==> src/rtl/pipeline_ctrl_pkg.sv <==
// Shared pipeline definitions: controller state, forward selects and result
// source codes used by both the hazard controller and the decoder.
package pipeline_pkg;

  typedef enum logic [1:0] {
    ST_RUN   = 2'b00,
    ST_WAIT  = 2'b01,
    ST_ERROR = 2'b10
  } pipe_state_e;

  localparam logic [1:0] FWD_RF  = 2'b00;
  localparam logic [1:0] FWD_WB  = 2'b01;
  localparam logic [1:0] FWD_MEM = 2'b10;

  localparam logic [1:0] RES_SRC_ALU = 2'b00;
  localparam logic [1:0] RES_SRC_MEM = 2'b01;
  localparam logic [1:0] RES_SRC_PC4 = 2'b10;

endpackage

==> src/rtl/pipeline_ctrl_if.sv <==
// Hazard-controller bundle: pipeline stage info in, stall/flush/forward out.
// Data memory: o_dmem_req is a request strobe; an access completes in any
// cycle where o_dmem_req and i_dmem_ready are both high, ready may be high in
// the request cycle, and req stays up while the Memory stage is held.
interface pipeline_ctrl_if;
  import pipeline_pkg::*;

  logic [4:0]  i_rs1D, i_rs2D;
  logic [4:0]  i_rs1E, i_rs2E, i_rdE;
  logic [1:0]  i_ResultSrcE;
  logic        i_PCSrcE;
  logic [4:0]  i_rdM, i_rdW;
  logic        i_RegWriteM, i_RegWriteW;
  logic        i_MemReqM;
  logic        i_dmem_ready;
  logic        o_dmem_req;
  logic        o_StallF, o_StallD, o_StallE, o_StallM;
  logic        o_FlushD, o_FlushE, o_FlushW;
  logic [1:0]  o_ForwardAE, o_ForwardBE;
  logic        o_mem_timeout;
  pipe_state_e o_state;

  modport master (
    output i_rs1D, i_rs2D, i_rs1E, i_rs2E, i_rdE, i_ResultSrcE, i_PCSrcE,
           i_rdM, i_rdW, i_RegWriteM, i_RegWriteW, i_MemReqM, i_dmem_ready,
    input  o_dmem_req, o_StallF, o_StallD, o_StallE, o_StallM,
           o_FlushD, o_FlushE, o_FlushW, o_ForwardAE, o_ForwardBE,
           o_mem_timeout, o_state
  );

  modport slave (
    input  i_rs1D, i_rs2D, i_rs1E, i_rs2E, i_rdE, i_ResultSrcE, i_PCSrcE,
           i_rdM, i_rdW, i_RegWriteM, i_RegWriteW, i_MemReqM, i_dmem_ready,
    output o_dmem_req, o_StallF, o_StallD, o_StallE, o_StallM,
           o_FlushD, o_FlushE, o_FlushW, o_ForwardAE, o_ForwardBE,
           o_mem_timeout, o_state
  );

endinterface

==> src/rtl/pipeline_ctrl_fwd_sel.sv <==
// Single-operand ALU forward select; the Memory-stage result is newer than
// Writeback, so it wins when both match.
module fwd_sel
  import pipeline_pkg::*;
(
  input  logic [4:0] rs,
  input  logic [4:0] rd_mem,
  input  logic       reg_write_mem,
  input  logic [4:0] rd_wb,
  input  logic       reg_write_wb,
  output logic [1:0] fwd
);

  always_comb begin
    fwd = FWD_RF;
    if (reg_write_mem && (rd_mem != 5'd0) && (rd_mem == rs))
      fwd = FWD_MEM;
    else if (reg_write_wb && (rd_wb != 5'd0) && (rd_wb == rs))
      fwd = FWD_WB;
  end

endmodule

==> src/rtl/pipeline_ctrl.sv <==
// Five-stage pipeline hazard controller: load-use stall, branch flush,
// operand forwarding and data-memory wait handling with a sticky timeout.
module pipeline_ctrl
  import pipeline_pkg::*;
#(
  parameter int MEM_TIMEOUT = 16  // must be >= 2
) (
  input  logic            i_clk,
  input  logic            i_rst,
  pipeline_ctrl_if.slave  bus
);

  localparam int CW = (MEM_TIMEOUT > 2) ? $clog2(MEM_TIMEOUT) : 1;
  // The first stall cycle is spent in RUN, so WAIT counts the remaining ones.
  localparam logic [CW-1:0] LAST_CNT = CW'(MEM_TIMEOUT - 2);

  pipe_state_e   state, state_next;
  logic [CW-1:0] wait_cnt, cnt_next;
  logic          dmem_req, mem_stall, lw_stall;

  assign dmem_req  = !i_rst && (state != ST_ERROR) && bus.i_MemReqM;
  assign mem_stall = dmem_req && !bus.i_dmem_ready;
  assign lw_stall  = (bus.i_ResultSrcE == RES_SRC_MEM) && (bus.i_rdE != 5'd0) &&
                     ((bus.i_rdE == bus.i_rs1D) || (bus.i_rdE == bus.i_rs2D));

  always_ff @(posedge i_clk) begin
    if (i_rst) begin
      state    <= ST_RUN;
      wait_cnt <= '0;
    end else begin
      state    <= state_next;
      wait_cnt <= cnt_next;
    end
  end

  always_comb begin
    state_next = state;
    cnt_next   = wait_cnt;
    unique case (state)
      ST_RUN: begin
        cnt_next = '0;
        if (mem_stall) state_next = ST_WAIT;
      end
      ST_WAIT: begin
        if (!mem_stall) begin
          state_next = ST_RUN;
          cnt_next   = '0;
        end else if (wait_cnt == LAST_CNT) begin
          state_next = ST_ERROR;
        end else begin
          cnt_next = wait_cnt + 1'b1;
        end
      end
      ST_ERROR: state_next = ST_ERROR;
      default:  state_next = ST_RUN;
    endcase
  end

  // A held Memory stage freezes everything and must not drop the branch
  // flush, so the flush is deferred until the access releases.
  always_comb begin
    bus.o_StallF = 1'b0;
    bus.o_StallD = 1'b0;
    bus.o_StallE = 1'b0;
    bus.o_StallM = 1'b0;
    bus.o_FlushD = 1'b0;
    bus.o_FlushE = 1'b0;
    bus.o_FlushW = 1'b0;
    if (i_rst) begin
      bus.o_FlushD = 1'b1;
      bus.o_FlushE = 1'b1;
      bus.o_FlushW = 1'b1;
    end else if (mem_stall || (state == ST_ERROR)) begin
      bus.o_StallF = 1'b1;
      bus.o_StallD = 1'b1;
      bus.o_StallE = 1'b1;
      bus.o_StallM = 1'b1;
      bus.o_FlushW = 1'b1;
    end else begin
      bus.o_StallF = lw_stall;
      bus.o_StallD = lw_stall;
      bus.o_FlushD = bus.i_PCSrcE;
      bus.o_FlushE = lw_stall || bus.i_PCSrcE;
    end
  end

  assign bus.o_dmem_req    = dmem_req;
  assign bus.o_mem_timeout = (state == ST_ERROR) && !i_rst;
  assign bus.o_state       = state;

  fwd_sel u_fwd_a (
    .rs            (bus.i_rs1E),
    .rd_mem        (bus.i_rdM),
    .reg_write_mem (bus.i_RegWriteM),
    .rd_wb         (bus.i_rdW),
    .reg_write_wb  (bus.i_RegWriteW),
    .fwd           (bus.o_ForwardAE)
  );

  fwd_sel u_fwd_b (
    .rs            (bus.i_rs2E),
    .rd_mem        (bus.i_rdM),
    .reg_write_mem (bus.i_RegWriteM),
    .rd_wb         (bus.i_rdW),
    .reg_write_wb  (bus.i_RegWriteW),
    .fwd           (bus.o_ForwardBE)
  );

endmodule

==> src/flat_wrapper.sv <==
// flat-port wrapper written by rule: the top's interface ports become plain ports
module pipeline_ctrl_flat import pipeline_pkg::*;
#(
  parameter int MEM_TIMEOUT = 16                 
)
  (i_clk, i_rst, bus_i_rs1D, bus_i_rs2D, bus_i_rs1E, bus_i_rs2E, bus_i_rdE, bus_i_ResultSrcE, bus_i_PCSrcE, bus_i_rdM, bus_i_rdW, bus_i_RegWriteM, bus_i_RegWriteW, bus_i_MemReqM, bus_i_dmem_ready, bus_o_dmem_req, bus_o_StallF, bus_o_StallD, bus_o_StallE, bus_o_StallM, bus_o_FlushD, bus_o_FlushE, bus_o_FlushW, bus_o_ForwardAE, bus_o_ForwardBE, bus_o_mem_timeout, bus_o_state);
  pipeline_ctrl_if bus_i ();
  input  logic i_clk;
  input  logic i_rst;
  input wire logic [$bits(bus_i.i_rs1D)-1:0] bus_i_rs1D;
  input wire logic [$bits(bus_i.i_rs2D)-1:0] bus_i_rs2D;
  input wire logic [$bits(bus_i.i_rs1E)-1:0] bus_i_rs1E;
  input wire logic [$bits(bus_i.i_rs2E)-1:0] bus_i_rs2E;
  input wire logic [$bits(bus_i.i_rdE)-1:0] bus_i_rdE;
  input wire logic [$bits(bus_i.i_ResultSrcE)-1:0] bus_i_ResultSrcE;
  input wire logic [$bits(bus_i.i_PCSrcE)-1:0] bus_i_PCSrcE;
  input wire logic [$bits(bus_i.i_rdM)-1:0] bus_i_rdM;
  input wire logic [$bits(bus_i.i_rdW)-1:0] bus_i_rdW;
  input wire logic [$bits(bus_i.i_RegWriteM)-1:0] bus_i_RegWriteM;
  input wire logic [$bits(bus_i.i_RegWriteW)-1:0] bus_i_RegWriteW;
  input wire logic [$bits(bus_i.i_MemReqM)-1:0] bus_i_MemReqM;
  input wire logic [$bits(bus_i.i_dmem_ready)-1:0] bus_i_dmem_ready;
  output wire logic [$bits(bus_i.o_dmem_req)-1:0] bus_o_dmem_req;
  output wire logic [$bits(bus_i.o_StallF)-1:0] bus_o_StallF;
  output wire logic [$bits(bus_i.o_StallD)-1:0] bus_o_StallD;
  output wire logic [$bits(bus_i.o_StallE)-1:0] bus_o_StallE;
  output wire logic [$bits(bus_i.o_StallM)-1:0] bus_o_StallM;
  output wire logic [$bits(bus_i.o_FlushD)-1:0] bus_o_FlushD;
  output wire logic [$bits(bus_i.o_FlushE)-1:0] bus_o_FlushE;
  output wire logic [$bits(bus_i.o_FlushW)-1:0] bus_o_FlushW;
  output wire logic [$bits(bus_i.o_ForwardAE)-1:0] bus_o_ForwardAE;
  output wire logic [$bits(bus_i.o_ForwardBE)-1:0] bus_o_ForwardBE;
  output wire logic [$bits(bus_i.o_mem_timeout)-1:0] bus_o_mem_timeout;
  output wire logic [$bits(bus_i.o_state)-1:0] bus_o_state;
  assign bus_i.i_rs1D = bus_i_rs1D;
  assign bus_i.i_rs2D = bus_i_rs2D;
  assign bus_i.i_rs1E = bus_i_rs1E;
  assign bus_i.i_rs2E = bus_i_rs2E;
  assign bus_i.i_rdE = bus_i_rdE;
  assign bus_i.i_ResultSrcE = bus_i_ResultSrcE;
  assign bus_i.i_PCSrcE = bus_i_PCSrcE;
  assign bus_i.i_rdM = bus_i_rdM;
  assign bus_i.i_rdW = bus_i_rdW;
  assign bus_i.i_RegWriteM = bus_i_RegWriteM;
  assign bus_i.i_RegWriteW = bus_i_RegWriteW;
  assign bus_i.i_MemReqM = bus_i_MemReqM;
  assign bus_i.i_dmem_ready = bus_i_dmem_ready;
  assign bus_o_dmem_req = bus_i.o_dmem_req;
  assign bus_o_StallF = bus_i.o_StallF;
  assign bus_o_StallD = bus_i.o_StallD;
  assign bus_o_StallE = bus_i.o_StallE;
  assign bus_o_StallM = bus_i.o_StallM;
  assign bus_o_FlushD = bus_i.o_FlushD;
  assign bus_o_FlushE = bus_i.o_FlushE;
  assign bus_o_FlushW = bus_i.o_FlushW;
  assign bus_o_ForwardAE = bus_i.o_ForwardAE;
  assign bus_o_ForwardBE = bus_i.o_ForwardBE;
  assign bus_o_mem_timeout = bus_i.o_mem_timeout;
  assign bus_o_state = bus_i.o_state;
  pipeline_ctrl #(.MEM_TIMEOUT(MEM_TIMEOUT)) u_core (.i_clk(i_clk), .i_rst(i_rst), .bus(bus_i));
endmodule
==> config.mk <==
export PLATFORM = sky130hd
export DESIGN_NAME = pipeline_ctrl_flat
export DESIGN_NICKNAME = d
export VERILOG_FILES = /design/src/rtl/pipeline_ctrl_pkg.sv /design/src/rtl/pipeline_ctrl_if.sv /design/src/rtl/pipeline_ctrl_fwd_sel.sv /design/src/rtl/pipeline_ctrl.sv /design/src/flat_wrapper.sv
export SDC_FILE = /design/constraint.sdc
export NUM_CORES = 1
export LEC_CHECK = 0
export ABC_AREA = 1
export BUFFER_PORTS_ARGS = -buffer_cell sky130_fd_sc_hd__buf_2
export CORE_MARGIN = 5
export CORE_UTILIZATION = 37
export DETAILED_ROUTE_END_ITERATION = 16
export MAX_ROUTING_LAYER = met4
export PLACE_DENSITY = 0.76
export SYNTH_ARGS = -nofsm -noshare
export SYNTH_HDL_FRONTEND = slang
export SYNTH_SLANG_ARGS = --single-unit
export TNS_END_PERCENT = 10
==> constraint.sdc <==
create_clock -name i_clk -period 1.5 [get_ports i_clk]
set_clock_uncertainty 0.2 [all_clocks]
set_input_delay 0.15 -clock i_clk [delete_from_list [all_inputs] [get_ports i_clk]]
set_output_delay 0.15 -clock i_clk [all_outputs]
set_load 0.01 [all_outputs]
; ---- After elaboration in Yosys (flattened, before gate mapping)
; Cells that the tools add are included.
[classes]
addsub = 1
n_mul = 0
n_div = 0
order_cmp = 0
n_eq_ne = 14
n_shift = 0
n_mux = 20
bitwise_logic = 0
reduce_logical = 24
[op_table]
columns = op, count
row1 = equality test 5 bit, 6
row2 = nonzero test 5 bit, 3
row3 = logical AND 1 bit, 12
row4 = two-way mux 1 bit, 11
row5 = two-way mux 2 bit, 5
row6 = two-way mux 4 bit, 2
row7 = one-hot mux 4 bit (2 select lines), 1
row8 = "!= test 3 bit, second input constant", 2
row9 = one-hot mux 2 bit (3 select lines), 1
row10 = "adder 4 x 1 -> 4 bit, second input constant", 1
row11 = "equality test 2 x 1 -> 1 bit, second input constant", 2
row12 = "equality test 4 bit, second input constant", 1
row13 = AND reduction 2 bit, 2
row14 = logical OR 1 bit, 3
row15 = "equality test 2 bit, second input constant", 1
row16 = logical NOT 1 bit, 2
row17 = logical NOT 2 bit, 1
row18 = "!= test 2 x 1 -> 1 bit, second input constant", 1
row19 = "!= test 2 bit, second input constant", 1
row20 = nonzero test 2 bit, 1
[totals]
register_bits = 6
latchBits = 0
mem_bits_rw = 0
mem_bits_ro = 0
in_bits = 44
out_inout_bits = 15
mem_count = 0

; ---- Longest topological paths before layout
; Gate-level depths: netlist of run 1.
[logic_depth]
word_depth = 7
mapped_depth = 10

; ---- Cells and area by module
; Synthesis of run 1 repeated with hierarchy kept, for this count alone.
[unflattened]
cells_unflattened = 204
area_unflattened_um2 = 1023.5
[by_module_without_submodules]
columns = module, n_inst, cells_each, area_each_um2
row1 = pipeline_ctrl, 1, 104, 595.6
row2 = fwd_sel, 2, 50, 214.0

; ---- Worst setup path after synthesis of run 1
; No wires, ideal clock.
[synth_timing]
path_kind = reg2out
startpoint = reg u_core.state[0] (netlist: u_core.bus.o_state[0])
endpoint = out bus_o_StallF
arrival_ns = 1.268
t_required_ns = 1.150
path_slack_ns = -0.118
stages_incl_launch_ff = 8
n_path_buf = 1
path_cell_list = dfxtp_1 -> inv_1 -> nand2_2 -> nand4_2 -> nand2_2 -> inv_2 -> a21oi_1 -> buf_4
[synth_between]
elab_chain_cells = 7
word_cells_on_any_way = 8
classes_between = 2 x eq/ne / 2 x mux / 4 x reduce/logical
[synth_lines]
columns = item, line
row1 = start: declaration, pipeline_ctrl.sv:17  ; pipe_state_e state, state_next;
row2 = start signal: assignment, pipeline_ctrl.sv:31  ; state <= state_next;
row3 = != test 2 bit, pipeline_ctrl.sv:21  ; assign dmem_req = !i_rst && (state != ST_ERROR) && bus.i_MemReqM;
row4 = logical AND 1 bit (2 in a row), pipeline_ctrl.sv:21
row5 = logical AND 1 bit, pipeline_ctrl.sv:22  ; assign mem_stall = dmem_req && !bus.i_dmem_ready;
row6 = logical OR 1 bit *, pipeline_ctrl.sv:73  ; end else if (mem_stall || (state == ST_ERROR)) begin
row7 = two-way mux 1 bit * (2 in a row), --
row8 = end: declaration, flat_wrapper.sv:24  ; output wire logic [$bits(bus_i.o_StallF)-1:0] bus_o_StallF;
; Every way passes the cells marked *; elsewhere a longest branch is shown, timed or not.

; ---- Final worst setup path of run 1
[layout_timing]
startpoint = reg u_core.state[0] (netlist: u_core.bus.o_state[0])
endpoint = out bus_o_FlushE
[layout_between]
elab_chain_cells = 7
word_cells_on_any_way = 8
classes_between = 2 x eq/ne / 2 x mux / 4 x reduce/logical
[layout_lines]
columns = item, line
row1 = != test 2 bit, pipeline_ctrl.sv:21
row2 = logical AND 1 bit (2 in a row), pipeline_ctrl.sv:21
row3 = logical AND 1 bit, pipeline_ctrl.sv:22
row4 = logical OR 1 bit *, pipeline_ctrl.sv:73
row5 = two-way mux 1 bit *, pipeline_ctrl.sv:73
row6 = two-way mux 1 bit *, pipeline_ctrl.sv:69  ; if (i_rst) begin
row7 = end: declaration, flat_wrapper.sv:29  ; output wire logic [$bits(bus_i.o_FlushE)-1:0] bus_o_FlushE;
; Marked as above.

==> results.cfg, run 1 <==
[global_route]
grt_pass1_wl_um = 3910
grt_overflow = 0
grt_use_total_pct = 14.8
grt_max_degree = 7
grt_antenna_before_repair = 0
grt_pass1_vias = 987

[yosys]
synth_edf_count = 0
yosysTopAreaCell = xnor2_1
yosysTopAreaCellShare_pct = 14.2
synth_area_um2 = 866
syn_nets = 193
ys_top_cells_by_count = 32 x nand2_1, 29 x nor2_1, 18 x inv_1
avgSynthCellArea_um2 = 5.89
synth.most_common_cell = nand2_1
synth_warnings = 0
yosys_register_bits = 6
synthTopCellsByArea = xnor2_1 14%, dfxtp_1 14%, nand2_1 14%
synth_cell_types = 22
synthArstFlopShare_pct = 0
synth_seq_area_share_pct = 13.9
ys.flop_type = dfxtp_1
synthCells = 147

[route]
drt-initial-drc-count = 21
wl_met1_um = 1020
vias = 1111
met2_length_um = 1200
firstDrtPassIters = 4
routed-wl-met3_um = 219
routed_wirelength_um = 2460
vias_per_cell = 4.50
ant_nets = 0
wl_per_cell_um = 9.97
maxUsedRoutingLayer = met4
drc = 0

[worst_setup_path]
crit_path_end_kind = primary output
r2r_slack_ns = -0.01
start_kind = flop
required_ns = 1.15
path_max_fanout = 4
critPathArrivalTime_ns = 1.31
critPathKind = flop to primary output

[sta]
setup_ws_ns = -0.155
tightest_slew_ns = 0.259
relSlewSlack_pct = 82.6
finalCritPeriodShare_pct = 110
period_minus_slack_ns = 1.66
finalMaxSlewViolations = 0
rsz0062_at_grt = true
finalSetupViolCount = 11
hold_violations = 0
holdWs_ns = 0.0529
max_freq_mhz = 604

[clock_tree]
clockRootBuffer = clkbuf_4
clock_sinks = 6
clkSlewWorstSetupHoldPaths_ns = 0.05
numCtsBuffers = 3
clkLatencyLatePin_ns = 0.25
postCtsHoldBufs = 0
cts_buffer_depth = 2
h-tree-depth = 1
cts_tree = yes

[die]
ios = 59
start_util_pct = 38.8
die_height_um = 58.4
rows = 17
core_area_mm2 = 0.00223
design.die.area_mm2 = 0.00341
die_x_um = 58.4

[placed_design]
port_buffers = 58
place_congestion = 0.830
pre_cts_slack_ns = -0.0156
dp_hpwl_um = 2110

[final_layout]
finalNetCount = 267
seqCellArea_um2 = 123
multi_input_area_um2 = 684
drive_above_1_share_pct = 41.1
fillers = 244
synthToLayoutAreaGrowth_pct = 53.8
n_antenna_cell = 0

[flow_run]
cap_violations = 0

[pwr]
ir_worst_vdd_mv = 0.267
p_per_area_mw_per_mm2 = 416
p_leak_nw = 0.740

[hold_path]
hp-class = primary input to flop

[status]
status = complete, but fails checks
violations = setup timing
## area by class of cell
class                           instances  area share [%]
Multi-Input combinational cell        118            51.4
Sequential cell                         6            9.21
Timing Repair Buffer                   71            29.1
Tap cell                               28            2.63
Clock buffer                            3            1.69
Inverter                               21            5.92
## through the flow
stage                     power [mW]  std cells  setup TNS (ns)  utilization (%)  area (um2)
final                          0.554        247          -0.588             59.6        1330
after floorplan                0.282        147         -0.0939                -         870
after detailed placement       0.395        238         -0.0331             55.2        1230
after global placement         0.393        238               0             55.2        1230
after global routing           0.591        247           -1.58             59.6        1330
after CTS                      0.554        246          -0.664             58.3        1300
## kinds of logic after synthesis
group	after synthesis	synth area share (%)
xor gates and xnor gates	23	23.3
DFF	6	13.9
adders and majority gates	2	2.89
buffers and inverters	23	10.8
AOI/OAI and AO/OA	10	6.50
and+or+nand+nor	83	42.6
## cell usage in the layout (no fill, tap or decap), types with 2 or more instances in the layout
cell type / count
nand2_1: 32
nand2_2: 2
o21ai_0: 4
nor3_1: 4
buf_4: 13
buf_2: 58
nor2_4: 3
xor2_1: 9
inv_1: 17
dfxtp_1: 4
ha_1: 2
dfxtp_2: 2
nand3_1: 4
nor2_2: 2
nand4_1: 6
nor2_1: 27
clkbuf_4: 3
xnor2_1: 14
inv_2: 4
## metal layers
layer	GRT usage, %	vias to the layer above
met1	17.5	466
met4	2.98	0
met3	3.29	2
met2	25.5	42
li1	-	601
met5	-	-
## final timing paths
| check | from | end | depth (start not counted) |
|---|---|---|---|
| worst max register to register | u_core.bus.o_state[0] | u_core.wait_cnt[1] | 10 |
| worst max-delay path | u_core.bus.o_state[0] | bus_o_FlushE | 9 |
| worst min-delay path | i_rst | u_core.bus.o_state[1] | 2 |
| worst min register to register | u_core.wait_cnt[2] | u_core.wait_cnt[2] | 2 |
## critical path, cell delays in order, from the launching register on
cell and delay, ns:
dfxtp_2 0.33, inv_2 0.05, nand2_4 0.08, nand4_4 0.08, nand2_2 0.08, inv_2 0.05, nand2_1 0.05, nand2_1 0.06
o21bai_1 0.15, buf_2 0.14
## what timing repair did
action / 4_1_cts / 5_1_grt
pin swaps: 3 / 2
resized for setup: 4 / 6
setup buffers: 5 / 1
setup endpoints to repair: 10 / 15
## registers in the layout, indices dropped and copies added, names as in the netlist
| name | flops |
|---|---|
| u_core.bus.o_state | 2 |
| u_core.wait_cnt | 4 |
## power breakdown
group          leakage [nW]  switching, mW  internal (mW)
registers            0.0494       0.000853          0.161
logic                 0.677          0.121          0.121
clock network        0.0138         0.0596         0.0906
No activity file was read; power rests on OpenSTA's default activity.
==> inputs of run 2 (changes only) <==
Settings changed: CELL_PAD_IN_SITES_DETAIL_PLACEMENT set to 1, CELL_PAD_IN_SITES_GLOBAL_PLACEMENT set to 1, CORE_UTILIZATION 37 to 23, PLACE_DENSITY 0.76 to not set, PLACE_DENSITY_LB_ADDON set to 0.12.
==> run 2 against run 1 <==
  * The flow still finishes with violations (setup timing)
  * Routed wire length increased by 34%
  * First-iteration DRC count is 52% higher
  * Combinational power up 8.3%
  * Count of clock-buffer cells in the layout did not move
  * Maximum frequency down 1.3%
==> results.cfg, run 2 (synthesis results as in run 1) <==
[status]
status = complete, but fails checks
violations = setup timing

[route]
vias = 1192
ant_nets = 0
vias_per_cell = 4.40
drt-initial-drc-count = 32
routed_wirelength_um = 3300
wl_per_cell_um = 12.2
drc = 0
firstDrtPassIters = 2

[clock_tree]
cts_buffer_depth = 2
clkSlewWorstSetupHoldPaths_ns = 0.04
h-tree-depth = 1
clockRootBuffer = clkbuf_8
numCtsBuffers = 3
clock_sinks = 6
clkLatencyLatePin_ns = 0.22
postCtsHoldBufs = 0
cts_tree = yes

[worst_setup_path]
start_kind = flop
critPathKind = flop to primary output
reg2reg_from = u_core.bus.o_state[0]
cpMaxStageDelayCell = dfxtp_2
r2r_end = u_core.wait_cnt[0]
path_max_fanout = 4
reg2regPathDepth = 9
crit_path_end_kind = primary output
r2r_slack_ns = -0.09
slowest_delay_ns = 0.31
critPathArrivalTime_ns = 1.33
required_ns = 1.15
worstPathCellList = inv_2 > nand2_4 > buf_12 > nand2_4 > inv_4 > nand2_2 > nand2_2 > o21bai_1 > buf_2

[final_layout]
finalNetCount = 271
regMostFlops = u_core.wait_cnt
fillers = 512
final_cells = 271
largest_register_ffs = 4
final_cell_area_mm2 = 0.00144
drive_above_1_share_pct = 44.4
synthToLayoutAreaGrowth_pct = 66.5
n_antenna_cell = 0
final_common_cell = buf_2
final_cell_mix = 57 x buf_2, 30 x nand2_1, 27 x nor2_1

[global_route]
grt_pass1_wl_um = 5280
grt_pass1_vias = 1222
grt_use_total_pct = 13.1
grt_overflow = 0
grt_antenna_before_repair = 0
grt_max_degree = 7

[hold_path]
holdPathEnd = u_core.bus.o_state[1]
min_from = i_rst
hp-class = primary input to flop
hold_depth = 2

[pwr]
ir_worst_vdd_mv = 0.146
switching_share_pct = 30.9
switching_power_uw = 206
p_leak_nw = 0.779
p_int_uw = 460
pwr-share-comb_pct = 39.2
clkPwrFrac_pct = 36.4
power_frac_seq_pct = 24.5
p_per_area_mw_per_mm2 = 462

[sta]
setup_ws_ns = -0.178
tightest_slew_ns = 0.225
finalMaxSlewViolations = 0
finalSetupViolCount = 12
finalCritPeriodShare_pct = 112
rsz0062_at_grt = true
period_minus_slack_ns = 1.68
relSlewSlack_pct = 84.9
max_freq_mhz = 596
holdWs_ns = 0.0853
hold_violations = 0

[placed_design]
pre_cts_slack_ns = -0.0367
port_buffers = 58
place_congestion = 0.856
place_area_mm2 = 0.00127
dp_cells = 260
dp_hpwl_um = 2880

[flow_run]
cap_violations = 0

[die]
die_x_um = 71.4
rows = 22
start_util_pct = 23.7
die_height_um = 71.4
design.die.area_mm2 = 0.00509
ios = 59
core_area_mm2 = 0.00366
## run 2: cell count changes in the layout (fill, tap and decap cells not counted), sizes merged
cell / change
buf: +4
## run 2: through the flow
step           TNS, ns  util, %  total power, mW
4_1_cts         -0.521     37.8            0.670
2_1_floorplan  -0.0939        -            0.282
5_1_grt          -2.08     39.4            0.713
6_report        -0.847     39.4            0.666
3_5_place_dp   -0.0941     34.8            0.410
3_3_place_gp         0     34.8            0.400
## run 2: worst max-delay path by stage
stage,from,end,depth (start not counted)
2_1_floorplan,u_core.bus.o_state[0],bus_o_StallM,7
3_3_place_gp,u_core.bus.o_state[0],bus_o_FlushE,9
3_5_place_dp,u_core.wait_cnt[0],u_core.wait_cnt[0],9
4_1_cts,u_core.bus.o_state[0],bus_o_FlushE,9
5_1_grt,u_core.bus.o_state[0],bus_o_FlushE,9
6_report,u_core.bus.o_state[0],bus_o_FlushE,9
## run 2: critical path, delay by kind of cell, from the launching register on
family / cells / cell delay, ns
compound gates: 1 / 0.14
simple gates: 4 / 0.26
flops: 1 / 0.31
buf+inv: 4 / 0.39
## run 2: final cells by class
cell class	count	area (um2)	share of cell area, %
clock buffer	3	41.3	2.86
inverter	21	81.3	5.64
multi-input combinational	118	698	48.4
sequential	6	124	8.59
tap	48	60.1	4.17
timing repair buffer	75	437	30.3
## run 2: power groups by stage
stage / clock [mW] / combinational [mW] / sequential (mW)
detailed placement: 0 / 0.246 / 0.165
CTS: 0.253 / 0.254 / 0.163
finish: 0.242 / 0.261 / 0.163
floorplan: 0 / 0.116 / 0.166
global placement: 0 / 0.235 / 0.165
global route: 0.259 / 0.292 / 0.163
## run 2: what timing repair did
item | CTS | global route
setup buffers | 5 | 3
hold endpoints to repair | 0 | 0
endpoints found under the setup margin | 11 | 14
resized for setup | 7 | 10
pin swaps | 4 | 5
## run 2: metal layers
| metal | global-route usage (%) | vias to the layer above | part of all wire (%) |
|---|---|---|---|
| li1 | - | 611 | - |
| met1 | 14.8 | 541 | 42 |
| met2 | 23.4 | 35 | 51 |
| met3 | 1.96 | 5 | 4.9 |
| met4 | 4.38 | 0 | 1.4 |
| met5 | - | - | 0 |
